<file path="src/rtl/batrider_input_pkg.sv">
// ---------------------------------------------------------------------------
// batrider_input_pkg
// Shared definitions for the Batrider cabinet input conditioner.
//   coin_state_t : per-slot coin FSM state (IDLE / PULSE / GAP)
//   JOY_B1       : joystick bit index carrying button 1
//   N_SLOTS      : number of coin slots
//   timer_w()    : width needed for a down/up counter holding max(a, b)
// ---------------------------------------------------------------------------
package batrider_input_pkg;

   typedef enum logic [1:0] {
      COIN_IDLE  = 2'd0,
      COIN_PULSE = 2'd1,
      COIN_GAP   = 2'd2
   } coin_state_t;

   localparam int JOY_B1  = 4;
   localparam int N_SLOTS = 4;

   function automatic int timer_w(input int a, input int b);
      int m;
      m = (a > b) ? a : b;
      return (m < 2) ? 1 : $clog2(m + 1);
   endfunction

endpackage

</file>
<file path="src/rtl/batrider_debounce.sv">
// ---------------------------------------------------------------------------
// batrider_debounce
// One-bit 2-flop synchroniser followed by a tick-based debouncer.
// The debounced value follows the synchronised value only after it has
// differed for DB_MS consecutive ms ticks; any return to the current
// debounced value restarts the count.
// Ports:
//   clk, rst_n : clock, asynchronous active-low reset
//   tick       : one-cycle 1 ms strobe
//   raw        : asynchronous raw input (idle high)
//   db         : debounced output (resets to 1)
// ---------------------------------------------------------------------------
module batrider_debounce #(
   parameter int DB_MS = 4
) (
   input  logic clk,
   input  logic rst_n,
   input  logic tick,
   input  logic raw,
   output logic db
);

   logic [1:0] sync_q;
   logic [3:0] cnt;
   logic       s;

   assign s = sync_q[1];

   always_ff @(posedge clk or negedge rst_n) begin
      if (!rst_n) begin
         sync_q <= 2'b11;
         cnt    <= '0;
         db     <= 1'b1;
      end else begin
         sync_q <= {sync_q[0], raw};
         if (s == db) begin
            cnt <= '0;
         end else if (tick) begin
            if (cnt == 4'(DB_MS - 1)) begin
               db  <= s;
               cnt <= '0;
            end else begin
               cnt <= cnt + 4'd1;
            end
         end
      end
   end

endmodule

</file>
<file path="src/rtl/batrider_input_cond.sv">
// ---------------------------------------------------------------------------
// batrider_input_cond
// Conditions raw active-low cabinet inputs for batrider_game: every input is
// synchronised and debounced; coins are reshaped into fixed-width pulses with
// a minimum gap, per-slot lockout, one pending coin and a one-cycle event.
// Optional build macro: BATRIDER_AUTOFIRE_EN enables autofire on button 1.
// Ports:
//   CLK, RESET_N          : clock, asynchronous active-low reset
//   JOY1_RAW, JOY2_RAW    : raw joysticks (bit 4 = button 1), active-low
//   START_RAW, COIN_RAW   : raw start buttons / coin switches, active-low
//   SERVICE_RAW           : raw service switch, active-low
//   COIN_LOCK             : per-slot lockout (1 = locked)
//   AUTOFIRE              : per-player autofire enable for button 1
//   JOY1, JOY2, START, COIN, SERVICE : conditioned outputs, active-low
//   COIN_EVT              : one-cycle pulse per accepted coin
//   COIN_STATE            : debug view of the four coin FSMs, 2 bits/slot
// ---------------------------------------------------------------------------
module batrider_input_cond
   import batrider_input_pkg::*;
#(
   parameter int CLK_HZ      = 48000000,
   parameter int DB_MS       = 4,
   parameter int COIN_MS     = 100,
   parameter int COIN_GAP_MS = 100,
   parameter int AF_MS       = 33
) (
   input  logic       CLK,
   input  logic       RESET_N,
   input  logic [9:0] JOY1_RAW,
   input  logic [9:0] JOY2_RAW,
   input  logic [3:0] START_RAW,
   input  logic [3:0] COIN_RAW,
   input  logic       SERVICE_RAW,
   input  logic [3:0] COIN_LOCK,
   input  logic [1:0] AUTOFIRE,
   output logic [9:0] JOY1,
   output logic [9:0] JOY2,
   output logic [3:0] START,
   output logic [3:0] COIN,
   output logic       SERVICE,
   output logic [3:0] COIN_EVT,
   output logic [7:0] COIN_STATE
);

   localparam int PRESC = CLK_HZ / 1000;
   localparam int PW    = (PRESC > 1) ? $clog2(PRESC) : 1;
   localparam int CT_W  = timer_w(COIN_MS, COIN_GAP_MS);
   localparam int N_IN  = 29;

   // 1 ms prescaler
   logic [PW-1:0] pcnt;
   logic          tick;

   assign tick = (pcnt == PW'(PRESC - 1));

   always_ff @(posedge CLK or negedge RESET_N) begin
      if (!RESET_N)  pcnt <= '0;
      else if (tick) pcnt <= '0;
      else           pcnt <= pcnt + PW'(1);
   end

   // Synchronise and debounce every input bit
   logic [N_IN-1:0] raw, db;
   logic [9:0]      joy1_db, joy2_db;
   logic [3:0]      start_db, coin_db;
   logic            service_db;

   assign raw = {SERVICE_RAW, COIN_RAW, START_RAW, JOY2_RAW, JOY1_RAW};

   for (genvar g = 0; g < N_IN; g++) begin : g_db
      batrider_debounce #(.DB_MS(DB_MS)) u_db (
         .clk   (CLK),
         .rst_n (RESET_N),
         .tick  (tick),
         .raw   (raw[g]),
         .db    (db[g])
      );
   end

   assign joy1_db    = db[9:0];
   assign joy2_db    = db[19:10];
   assign start_db   = db[23:20];
   assign coin_db    = db[27:24];
   assign service_db = db[28];

   // Coin FSMs. COIN is registered from the state, so it trails the
   // IDLE->PULSE transition (and COIN_EVT) by one cycle.
   coin_state_t         st [N_SLOTS];
   logic [CT_W-1:0]     ct [N_SLOTS];
   logic [N_SLOTS-1:0]  pend, evt_q, coin_q, coin_prev, fall, take;

   assign fall = coin_prev & ~coin_db;
   assign take = fall & ~COIN_LOCK;

   always_ff @(posedge CLK or negedge RESET_N) begin
      if (!RESET_N) begin
         for (int i = 0; i < N_SLOTS; i++) begin
            st[i] <= COIN_IDLE;
            ct[i] <= '0;
         end
         pend      <= '0;
         evt_q     <= '0;
         coin_q    <= '1;
         coin_prev <= '1;
      end else begin
         coin_prev <= coin_db;
         for (int i = 0; i < N_SLOTS; i++) begin
            evt_q[i]  <= 1'b0;
            coin_q[i] <= (st[i] != COIN_PULSE);
            case (st[i])
               COIN_IDLE: begin
                  if (take[i]) begin
                     st[i]    <= COIN_PULSE;
                     ct[i]    <= CT_W'(COIN_MS);
                     evt_q[i] <= 1'b1;
                  end
               end
               COIN_PULSE: begin
                  if (ct[i] == '0) begin
                     st[i] <= COIN_GAP;
                     ct[i] <= CT_W'(COIN_GAP_MS);
                  end else if (tick) begin
                     ct[i] <= ct[i] - CT_W'(1);
                  end
                  // Lock wins over a coincident edge: a locked slot never banks a coin.
                  if (COIN_LOCK[i])  pend[i] <= 1'b0;
                  else if (fall[i])  pend[i] <= 1'b1;
               end
               COIN_GAP: begin
                  if (ct[i] == '0) begin
                     // A fresh edge on the last gap cycle counts as an IDLE acceptance.
                     if ((pend[i] && !COIN_LOCK[i]) || take[i]) begin
                        st[i]    <= COIN_PULSE;
                        ct[i]    <= CT_W'(COIN_MS);
                        evt_q[i] <= 1'b1;
                     end else begin
                        st[i] <= COIN_IDLE;
                     end
                     pend[i] <= 1'b0;
                  end else begin
                     if (tick) ct[i] <= ct[i] - CT_W'(1);
                     if (COIN_LOCK[i])  pend[i] <= 1'b0;
                     else if (fall[i])  pend[i] <= 1'b1;
                  end
               end
               default: st[i] <= COIN_IDLE;
            endcase
         end
      end
   end

   always_comb begin
      COIN_STATE = '0;
      for (int i = 0; i < N_SLOTS; i++) COIN_STATE[2*i +: 2] = st[i];
   end

   // Button 1 with optional autofire
   logic [1:0] b1_db, b1_out;

   assign b1_db = {joy2_db[JOY_B1], joy1_db[JOY_B1]};

`ifdef BATRIDER_AUTOFIRE_EN
   localparam int AF_W = timer_w(AF_MS, 1);
   logic [AF_W-1:0] af_cnt [2];
   logic [1:0]      af_lvl, held;

   assign held = AUTOFIRE & ~b1_db;

   // af_lvl rests at 0 while not held, so the output starts pressed at the hold edge.
   always_ff @(posedge CLK or negedge RESET_N) begin
      if (!RESET_N) begin
         af_cnt[0] <= '0;
         af_cnt[1] <= '0;
         af_lvl    <= '0;
      end else begin
         for (int p = 0; p < 2; p++) begin
            if (!held[p]) begin
               af_lvl[p] <= 1'b0;
               af_cnt[p] <= '0;
            end else if (tick) begin
               if (af_cnt[p] == AF_W'(AF_MS - 1)) begin
                  af_lvl[p] <= ~af_lvl[p];
                  af_cnt[p] <= '0;
               end else begin
                  af_cnt[p] <= af_cnt[p] + AF_W'(1);
               end
            end
         end
      end
   end

   // Release is combinational from the debounced bit, so it is seen at once.
   assign b1_out = (held & af_lvl) | (~held & b1_db);
`else
   logic unused_autofire;
   assign unused_autofire = ^AUTOFIRE;
   assign b1_out          = b1_db;
`endif

   always_comb begin
      JOY1         = joy1_db;
      JOY1[JOY_B1] = b1_out[0];
      JOY2         = joy2_db;
      JOY2[JOY_B1] = b1_out[1];
   end

   assign START    = start_db;
   assign SERVICE  = service_db;
   assign COIN     = coin_q;
   assign COIN_EVT = evt_q;

endmodule

</file>
<file path="config.mk">
export PLATFORM = sky130hd
export DESIGN_NAME = batrider_input_cond
export DESIGN_NICKNAME = d
export VERILOG_FILES = /design/src/rtl/batrider_input_pkg.sv /design/src/rtl/batrider_debounce.sv /design/src/rtl/batrider_input_cond.sv
export SDC_FILE = /design/constraint.sdc
export NUM_CORES = 1
export LEC_CHECK = 0
export BUFFER_PORTS_ARGS = -buffer_cell sky130_fd_sc_hd__buf_4
export CORE_UTILIZATION = 30
export CTS_BUF_LIST = sky130_fd_sc_hd__clkbuf_8
export DETAILED_ROUTE_END_ITERATION = 8
export PLACE_DENSITY = 0.54
export SKIP_CTS_REPAIR_TIMING = 1
export SLEW_MARGIN = 25
export SYNTH_ARGS = -nofsm -noshare
export SYNTH_HDL_FRONTEND = slang
export SYNTH_SLANG_ARGS = --single-unit
</file>
<file path="constraint.sdc">
create_clock -name CLK -period 2.6 [get_ports CLK]
set_input_delay 0.26 -clock CLK [delete_from_list [all_inputs] [get_ports CLK]]
set_output_delay 0.26 -clock CLK [all_outputs]
set_load 0.05 [all_outputs]
</file>
==> impl_metrics.tcl <==
set metrics [dict create \
    status "finished with violations" \
    violations "DRC" \
    clk_latency_ns 0.61 \
    setup_tns_ns 0 \
    detailed_place_hpwl_um 14800 \
    finalCritPeriodShare_pct 87.1 \
    grt.overflow.total 0 \
    setup_viol 0 \
    cap_violations 0 \
    synth-seq-cells 271 \
    h-tree-depth 2 \
    fin_skew_ns 0.0205 \
    wl_per_cell_um 12.6 \
    stdcell_count 1869 \
    cts_sinks 271 \
    crit_path_start_kind "flop" \
    hold_slack_ns 0.213 \
    antenna_found_initial 0 \
    fp.dieW_um 207 \
    num_rows 74 \
    first_iter_violations 293 \
    place_congestion 0.769 \
    avgSynthCellArea_um2 10.7 \
    fmaxAchievable_mhz 442 \
    grtUsageTotal_pct 11.3 \
    cts_buffers 51 \
    cp.required_ns 3.12 \
    clk_pin_slew_worst_paths_ns 0.06 \
    wirelength_um 23500 \
    drc_errors 1 \
    synth_warnings 0 \
    power_uw 8630 \
    vias_per_cell 4.67 \
    ir_drop_v 0.000369 \
    drive_above_1_share_pct 21.2 \
    layout.nets 1388 \
    drt_first_pass_iters 8 \
    port_buffers 75 \
    end_kind "flop" \
    fin_ws_ns 0.336 \
    hold_viol 0 \
    rsz0062_at_grt "false" \
    pwr_density_cell_nw_per_um2 574 \
    die_y_um 207 \
    multi_input_area_um2 5230 \
    ys_types 68 \
    diodes 0 \
    die_area_um2 42800 \
    dp_cells 1739 \
    synth_area_um2 12600 \
    grt_max_degree 74 \
    cp_max_fo 54 \
    cts_root_buf "clkbuf_8" \
    p_leak_uw 0.00650 \
    worstHoldPathType "in -> async" \
    fillers 4083 \
    reg2reg_from "pcnt[0]$_DFF_PN0_" \
    r2r_end "g_db[1].u_db.db$_DFFE_PN1P_" \
    synth_cells 1176 \
    slew_viol_final 0 \
    path_class "reg -> reg" \
    ys_async_sr_fraction_pct 100 \
    grt_first_pass_wirelength_um 39700 \
    postRouteAntennaNets 0 \
    regArea_um2 6900 \
    synth_nets 1270 \
    clockBufferDepth 3 \
    vias 8731 \
    syn_to_final_growth_pct 19.3 \
    maxSlewHeadroom_pct 56.8 \
    cts_tree "built" \
    worstMarginPinSlew_ns 0.642 \
    ys.flop_type "dfrtp_1" \
    coreArea_um2 41100 \
    reg2reg_depth 6 \
    critPathArrivalTime_ns 2.79 \
    grt_pass1_vias 8316 \
    fin_crit_ns 2.26 \
    ff2ff_setup_slack_ns 0.34 \
    synth_edf_count 0 \
    yosysSeqAreaShare_pct 54.8 \
    ios 78 \
    dp_slack_ns 0.303 \
    start_util_pct 30.6 \
]
[cells in the final DEF (no fill, tap or decap), drive strengths merged, types with 29 or more instances in the layout]
| cell | Yosys | layout |
|---|---|---|
| dfrtp | 176 | 176 |
| nand2 | 173 | 173 |
| a21oi | 113 | 113 |
| dfstp | 95 | 95 |
| nor2 | 94 | 94 |
| buf | 53 | 90 |
| clkbuf | 6 | 63 |
| ha | 57 | 57 |
| inv | 30 | 51 |
| xor2 | 37 | 37 |
| nor3 | 36 | 36 |
| nand4 | 35 | 35 |
| xnor2 | 34 | 34 |
| dlygate4sd3 | 0 | 34 |
| mux2 | 33 | 33 |
| nand4b | 31 | 31 |
| o21ai | 30 | 30 |
| nor3b | 29 | 29 |
[report_power, final]
group | internal [µW] | total [µW] | switching (µW)
clock network | 2190 | 4020 | 1830
logic | 108 | 256 | 148
registers | 4320 | 4350 | 33.1
total | 6620 | 8630 | 2010
[cell type report]
class | instances | area share, %
Timing Repair Buffer | 124 | 7.39
Inverter | 30 | 0.749
Multi-Input combinational cell | 816 | 34.8
Tap cell | 532 | 4.43
Clock buffer | 63 | 5.77
Sequential cell | 271 | 45.9
Clock inverter | 33 | 1.01
[worst max-delay path: stages, from the launching register on]
cell and delay, ns:
dfrtp_1 0.38, ha_1 0.22, and4_1 0.36, and4_4 0.49, buf_12 0.28, nand2_1 0.09
mux2_1 0.32
[state kept, by name (all words and copies together), names as in the netlist, 8 cells and up]
signal            flops
COIN_STATE            8
g_db.u_db.db         29
ct                   28
pcnt                 16
g_db.u_db.cnt       116
g_db.u_db.sync_q     58
[cell families after synthesis]
| group | count (synthesis) | synth area share, % |
|---|---|---|
| compound gates | 197 | 9.40 |
| flops | 271 | 54.8 |
| simple gates | 458 | 18.4 |
| buf+inv | 89 | 3.83 |
| fa+ha+maj | 57 | 5.66 |
| mux | 33 | 2.98 |
| xor+xnor | 71 | 4.94 |
[synthesized netlist by cell type (14+ instances only)]
cell type	number	share of area [%]
nor3b_1	29	1.7
nand2_1	173	5.2
buf_2	14	0.56
buf_4	35	2.1
mux2_1	28	2.5
dfstp_2	95	20
o21ai_0	25	0.99
ha_1	57	5.7
inv_1	30	0.89
dfrtp_1	176	35
nor2_1	92	2.7
nor3_1	36	1.4
a21oi_1	111	4.4
xor2_1	37	2.6
nand3_1	17	0.68
nand4_1	34	1.7
xnor2_1	34	2.4
nand4b_1	31	2.2
[how the worst max path moves through the flow]
stage,startpoint,to,slack [ns],cells after the start
2_1_floorplan,COIN_STATE[2]$_DFFE_PN0P_,ct[20]$_DFFE_PN0P_,0.39,6
3_3_place_gp,pcnt[0]$_DFF_PN0_,g_db[12].u_db.db$_DFFE_PN1P_,0.36,6
3_5_place_dp,pcnt[0]$_DFF_PN0_,g_db[1].u_db.db$_DFFE_PN1P_,0.30,6
4_1_cts,pcnt[0]$_DFF_PN0_,g_db[1].u_db.db$_DFFE_PN1P_,0.30,6
5_1_grt,pcnt[0]$_DFF_PN0_,g_db[15].u_db.cnt[3]$_DFFE_PN0P_,0.15,7
6_report,pcnt[0]$_DFF_PN0_,g_db[1].u_db.db$_DFFE_PN1P_,0.34,6
[stage by stage]
stage,instance area (µm²),utilization [%]
after CTS,14700,35.7
final,15000,36.6
after floorplan,12600,-
after global placement,13700,33.3
after global routing,15000,36.6
after detailed placement,13700,33.3
[routing by layer]
metal	up-vias	part of all wire (%)	track usage, %
met1	4233	48	14.6
met4	0	2.4	4.30
li1	4344	-	-
met5	-	0	0
met2	111	45	17.8
met3	43	4.6	3.36
Note: power is estimated with default switching activity, not from simulation.
